File: src/rtl/demux1x2_stream_if.sv
// Handshake bundle for the 1-to-2 stream demultiplexer.
// The upstream/downstream agent uses master; the demux uses slave.
interface demux1x2_stream_if #(
   parameter int WIDTH = 32
);
   logic             in_valid;
   logic             in_sel;
   logic [WIDTH-1:0] in_data;
   logic             in_ready;
   logic             out0_valid;
   logic             out1_valid;
   logic [WIDTH-1:0] out0_data;
   logic [WIDTH-1:0] out1_data;
   logic             out0_ready;
   logic             out1_ready;
   logic [7:0]       cnt0;
   logic [7:0]       cnt1;

   modport master (
      output in_valid, in_sel, in_data, out0_ready, out1_ready,
      input  in_ready, out0_valid, out1_valid, out0_data, out1_data, cnt0, cnt1
   );

   modport slave (
      input  in_valid, in_sel, in_data, out0_ready, out1_ready,
      output in_ready, out0_valid, out1_valid, out0_data, out1_data, cnt0, cnt1
   );
endinterface

File: src/rtl/demux1x2_stream.sv
// Routes one upstream stream into two independent 2-entry FIFOs selected by in_sel,
// with a per-channel modulo-256 accepted-word counter.
module demux1x2_stream #(
   parameter int WIDTH = 32
) (
   input logic              clk,
   input logic              clrn,
   demux1x2_stream_if.slave bus
);
   logic [WIDTH-1:0] mem [2][2];
   logic [1:0]       rptr;
   logic [1:0]       wptr;
   logic [1:0]       occ [2];
   logic [7:0]       cnt [2];
   logic [1:0]       push;
   logic [1:0]       pop;
   logic [1:0]       out_ready;
   logic             accept;

   // in_ready looks only at the selected channel's occupancy, never at downstream ready
   always_comb begin
      out_ready[0] = bus.out0_ready;
      out_ready[1] = bus.out1_ready;
      accept       = (occ[bus.in_sel] < 2'd2);
      bus.in_ready = accept;
      for (int c = 0; c < 2; c++) begin
         push[c] = bus.in_valid && accept && (int'(bus.in_sel) == c);
         pop[c]  = (occ[c] != 2'd0) && out_ready[c];
      end
   end

   always_ff @(posedge clk or negedge clrn) begin
      if (!clrn) begin
         rptr <= '0;
         wptr <= '0;
         for (int c = 0; c < 2; c++) begin
            occ[c] <= '0;
            cnt[c] <= '0;
         end
      end else begin
         for (int c = 0; c < 2; c++) begin
            if (push[c]) begin
               wptr[c] <= ~wptr[c];
               cnt[c]  <= cnt[c] + 8'd1;
            end
            if (pop[c]) begin
               rptr[c] <= ~rptr[c];
            end
            case ({push[c], pop[c]})
               2'b10:   occ[c] <= occ[c] + 2'd1;
               2'b01:   occ[c] <= occ[c] - 2'd1;
               default: occ[c] <= occ[c];
            endcase
         end
      end
   end

   // Storage carries no reset; occupancy alone decides what is meaningful
   always_ff @(posedge clk) begin
      for (int c = 0; c < 2; c++) begin
         if (push[c]) begin
            mem[c][wptr[c]] <= bus.in_data;
         end
      end
   end

   assign bus.out0_valid = (occ[0] != 2'd0);
   assign bus.out1_valid = (occ[1] != 2'd0);
   assign bus.out0_data  = mem[0][rptr[0]];
   assign bus.out1_data  = mem[1][rptr[1]];
   assign bus.cnt0       = cnt[0];
   assign bus.cnt1       = cnt[1];
endmodule

File: src/flat_wrapper.sv
// flat-port wrapper written by rule: the top's interface ports become plain ports
module demux1x2_stream_flat 
#(
   parameter int WIDTH = 32
)
  (clk, clrn, bus_in_valid, bus_in_sel, bus_in_data, bus_out0_ready, bus_out1_ready, bus_in_ready, bus_out0_valid, bus_out1_valid, bus_out0_data, bus_out1_data, bus_cnt0, bus_cnt1);
  demux1x2_stream_if #(.WIDTH(WIDTH)) bus_i ();
  input logic clk;
  input logic clrn;
  input wire logic [$bits(bus_i.in_valid)-1:0] bus_in_valid;
  input wire logic [$bits(bus_i.in_sel)-1:0] bus_in_sel;
  input wire logic [$bits(bus_i.in_data)-1:0] bus_in_data;
  input wire logic [$bits(bus_i.out0_ready)-1:0] bus_out0_ready;
  input wire logic [$bits(bus_i.out1_ready)-1:0] bus_out1_ready;
  output wire logic [$bits(bus_i.in_ready)-1:0] bus_in_ready;
  output wire logic [$bits(bus_i.out0_valid)-1:0] bus_out0_valid;
  output wire logic [$bits(bus_i.out1_valid)-1:0] bus_out1_valid;
  output wire logic [$bits(bus_i.out0_data)-1:0] bus_out0_data;
  output wire logic [$bits(bus_i.out1_data)-1:0] bus_out1_data;
  output wire logic [$bits(bus_i.cnt0)-1:0] bus_cnt0;
  output wire logic [$bits(bus_i.cnt1)-1:0] bus_cnt1;
  assign bus_i.in_valid = bus_in_valid;
  assign bus_i.in_sel = bus_in_sel;
  assign bus_i.in_data = bus_in_data;
  assign bus_i.out0_ready = bus_out0_ready;
  assign bus_i.out1_ready = bus_out1_ready;
  assign bus_in_ready = bus_i.in_ready;
  assign bus_out0_valid = bus_i.out0_valid;
  assign bus_out1_valid = bus_i.out1_valid;
  assign bus_out0_data = bus_i.out0_data;
  assign bus_out1_data = bus_i.out1_data;
  assign bus_cnt0 = bus_i.cnt0;
  assign bus_cnt1 = bus_i.cnt1;
  demux1x2_stream #(.WIDTH(WIDTH)) u_core (.clk(clk), .clrn(clrn), .bus(bus_i));
endmodule
File: config.mk
export PLATFORM = sky130hd
export DESIGN_NAME = demux1x2_stream_flat
export DESIGN_NICKNAME = d
export VERILOG_FILES = /design/src/rtl/demux1x2_stream_if.sv /design/src/rtl/demux1x2_stream.sv /design/src/flat_wrapper.sv
export SDC_FILE = /design/constraint.sdc
export NUM_CORES = 1
export LEC_CHECK = 0
export CORE_MARGIN = 4
export CORE_UTILIZATION = 53
export CTS_BUF_LIST = sky130_fd_sc_hd__clkbuf_8
export DETAILED_ROUTE_END_ITERATION = 16
export PLACE_DENSITY = 0.81
export SLEW_MARGIN = 20
export SYNTH_ARGS = -nofsm -noshare
export SYNTH_HDL_FRONTEND = slang
export SYNTH_SLANG_ARGS = --single-unit
File: constraint.sdc
create_clock -name clk -period 3.9 [get_ports clk]
set_clock_uncertainty 0.15 [all_clocks]
set_input_delay 1.17 -clock clk [delete_from_list [all_inputs] [get_ports clk]]
set_output_delay 1.17 -clock clk [all_outputs]
set_load 0.03 [all_outputs]
==> summary.txt <==
Outcome
  • Result of the run: completed

STA
  • Fin. Hold Viols: 0
  • Worst slack on hold paths: around 0.32 ns
  • Final min period: 3.55 ns
  • Max-slew violation total from the final report: 0
  • Worst-Margin Slew: 0.379 ns
  • Fmax: 0.282 GHz
  • Worst slew margin relative to its limit: 74.7%
  • Post-route clock period utilization: roughly nine tenths
  • Final setup violation count: 0
  • RSZ-0062 raised after global routing: false
  • Setup TNS Final: 0 ns

Finish
  • Fin cells: 584
  • Antenna cell count: 0
  • Final design instance area without fill: 7570 sq um
  • Number of nets in the layout: 477
  • Fill count: 648
  • Area delta synth->final: 32.3%
  • Leading cell type in the layout, fill and taps excluded: sky130_fd_sc_hd__edfxtp_1
  • Fraction of final layout cells sized beyond drive strength 1: approximately a quarter
  • Commonest cells after routing, fill and taps aside: 128 x sky130_fd_sc_hd__edfxtp_1, 119 x sky130_fd_sc_hd__clkdlybuf4s50_1, 64 x sky130_fd_sc_hd__mux2_2, 24 x sky130_fd_sc_hd__dfrtp_1, 18 x sky130_fd_sc_hd__clkbuf_8

Global route
  • First-pass GRT wire length: 17.1 mm
  • GRT Residual Overflow: 0
  • Largest net degree at the start of global routing: 33
  • Antenna violations before repair: 0
  • GR Util All Layers: 18.1%
  • Via count of the first global-routing pass: 3,182

Power
  • Maximum vdd ir drop: 437 uV
  • Sw Pwr: 0.00184 W
  • Leakage: approximately 2.7 nW
  • Clock share of power: 21.3%
  • Comb pwr share: 38.7%
  • Internal power: approximately 0.0036 W
  • Power per cell area: just over 700 nW/um^2
  • Seq pwr share: between 40% and 50%
  • Switching Fraction: between 30% and 40%

Clock tree
  • Total of cells resized after clock tree synthesis: 0
  • Clock-pin slew reported for the worst setup and hold paths after clock tree synthesis: 0.07 ns
  • Later-pin clock latency in the skew report: about 0.43 ns
  • Maximum buffer depth of the clock tree: 2
  • Clock tree root driver cell: sky130_fd_sc_hd__clkbuf_8
  • Buffers inserted by post-CTS timing repair: 0
  • Number of buffers added by the clock tree synthesis step: 17
  • CTS tree: built
  • Number of sinks driven by the clock tree: 152
  • Hold-fix buffer count after cts: 0
  • Htree depth: 4

Synth
  • Avg Synthesized Cell Area: 19.4 sq um
  • Simple-Gate Fraction of Synth Area: 3.91%
  • Count of yosys warnings during synthesis: 0
  • Multiplexer share of the synthesized area: 12.8%
  • Leading post-synthesis cells by cell area: sky130_fd_sc_hd__edfxtp_1 67%, sky130_fd_sc_hd__mux2_2 13%, sky130_fd_sc_hd__dfrtp_1 10%
  • Combinational family with the most area after synthesis: multiplexers
  • Instance count of the mapped netlist: 295
  • Adder-cell area share of the yosys netlist: less than 1%
  • Count of different cell masters after synthesis: 24
  • Post-synthesis compound-gate area fraction: 0%
  • Post-synthesis share of cell area spent on xor and xnor gates: 3.67%
  • Total of flip-flops plus latches after synthesis: 152
  • Netlist Area Pre-Place: 5730 sq um
  • Fraction of synthesized cell area taken by the top area cell type: 67.1%
  • Net count after synthesis: ~340
  • Post-synth top area cell: sky130_fd_sc_hd__edfxtp_1
  • Fraction of the yosys area taken by sequential cells: 77.6%

Floorplan
  • Vertical extent of the die: roughly 110 um
  • Boundary pin count: roughly 120
  • Horizontal extent of the die: 112 um
  • Core area: 10,400 sq um
  • Starting density of the core: around 55%
  • Site Rows: 37
  • Area enclosed by the die boundary: roughly 13,000 sq um

Placed design
  • HPWL after DPL: 7.03 mm
  • Final weighted congestion of routability-driven global placement: 0.740
  • Total cell area at the placement stage: about 7200 sq um
  • Port Buffers: 120
  • Total instance count after detailed placement: 552

Worst setup path
  • Worst Setup End Kind: output pin
  • Required @ worst endpoint: 2.58 ns
  • CP max FO: 26
  • Startpoint type of the worst setup path: flip-flop
  • Critical path class: reg -> out
  • Worst path arrival time: 2.23 ns

Route
  • Wirelength per Cell: 18.3 um
  • Routed Wire Length: 10.7 mm
  • Detailed-route DRC error count: 0
  • 1st-iter DRT viols: 146
  • DR pass1 iterations: 4
  • Antenna Nets Post-Route: 0
  • Vias: 3,032
  • Via-to-Cell Ratio: 5.19

Hold path
  • Worst hold path class: reg -> reg

Job
  • # Max-Cap Violations: 0
==> power by group through the flow <==
stage | registers [W] | clock network (W) | logic [W]
floorplan | 0.00226 | 0 | 0.00121
global placement | 0.00220 | 0 | 0.00211
detailed placement | 0.00221 | 0 | 0.00213
CTS | 0.00218 | 0.00118 | 0.00214
global route | 0.00220 | 0.00127 | 0.00222
finish | 0.00218 | 0.00116 | 0.00210
==> synth_stat cells <==
master,count
sky130_fd_sc_hd__inv_1,1
sky130_fd_sc_hd__inv_4,1
sky130_fd_sc_hd__or2_2,2
sky130_fd_sc_hd__xnor2_1,14
sky130_fd_sc_hd__ha_1,4
sky130_fd_sc_hd__and3b_1,1
sky130_fd_sc_hd__edfxtp_1,128
sky130_fd_sc_hd__mux2_2,64
sky130_fd_sc_hd__and2_1,2
sky130_fd_sc_hd__buf_2,6
sky130_fd_sc_hd__nand3_1,2
sky130_fd_sc_hd__and2_2,1
sky130_fd_sc_hd__nor2_1,7
sky130_fd_sc_hd__nor3b_4,1
sky130_fd_sc_hd__clkbuf_1,2
sky130_fd_sc_hd__inv_6,1
sky130_fd_sc_hd__mux2i_1,1
sky130_fd_sc_hd__nor3_2,4
sky130_fd_sc_hd__xor2_1,10
sky130_fd_sc_hd__buf_6,1
sky130_fd_sc_hd__and3_1,2
sky130_fd_sc_hd__nand2_1,10
sky130_fd_sc_hd__dfrtp_1,24
sky130_fd_sc_hd__nand4_1,6
==> critical path, cell delays in order, from the launching register on <==
cell	delay, ns
sky130_fd_sc_hd__dfrtp_1	0.57
sky130_fd_sc_hd__buf_12	0.25
sky130_fd_sc_hd__mux2_2	0.36
sky130_fd_sc_hd__clkdlybuf4s50_1	0.62
==> stage by stage <==
step,utilization [%],setup slack (ns),power (W)
2_1_floorplan,-,0.393,0.00347
3_3_place_gp,68.9,0.480,0.00431
3_5_place_dp,68.9,0.451,0.00434
4_1_cts,72.7,0.297,0.00550
5_1_grt,72.7,0.231,0.00570
6_report,72.7,0.353,0.00544
==> cell type report <==
cell class                      count  area [sq um]  share of cell area [%]
Sequential cell                   152          4440                    58.7
Tap cell                          136           170                    2.25
Timing Repair Buffer              130          1310                    17.3
Clock inverter                     14           145                    1.92
Clock buffer                       18           248                    3.27
Inverter                            3          18.8                   0.248
Multi-Input combinational cell    131          1240                    16.3
==> sequential cells by signal, summed over array words and instances (netlist names) <==
register,cells
u_core.bus.cnt0,8
u_core.rptr,2
u_core.occ,4
u_core.wptr,2
u_core.mem,128
u_core.bus.cnt1,8
==> metal layers <==
metal / vias up / part of all wire [%] / global-route usage, %
met5: - / 0 / 0
met1: 1505 / 41 / 22.4
li1: 1403 / - / -
met3: 10 / 6.8 / 7.01
met2: 114 / 51 / 29.5
met4: 0 / 1.1 / 5.69
==> cells by family (layout without fill, tap and decap cells) <==
family | after synthesis | count (layout)
flops | 152 | 152
mux | 65 | 65
simple gates | 38 | 38
xor+xnor | 24 | 24
buf+inv | 12 | 165
fa+ha+maj | 4 | 4
==> worst paths after layout <==
kind,from,end,slack [ns],cells past startpoint
min reg2reg,u_core.bus.cnt1[7]$_DFFE_PN0N_,u_core.bus.cnt1[7]$_DFFE_PN0N_,0.32,1
min in group asynchronous,clrn,u_core.bus.cnt0[7]$_DFFE_PN0N_,0.95,2
min,u_core.bus.cnt1[7]$_DFFE_PN0N_,u_core.bus.cnt1[7]$_DFFE_PN0N_,0.32,1
max reg2reg,u_core.occ[1]$_DFFE_PN0P_,u_core.mem[0][83]$_DFFE_PP_,1.89,4
max,u_core.rptr[1]$_DFFE_PN0P_,bus_out1_data[31],0.35,3
max in group asynchronous,clrn,u_core.wptr[0]$_DFFE_PN0N_,2.40,2
No activity file was read; power rests on OpenSTA's default activity.
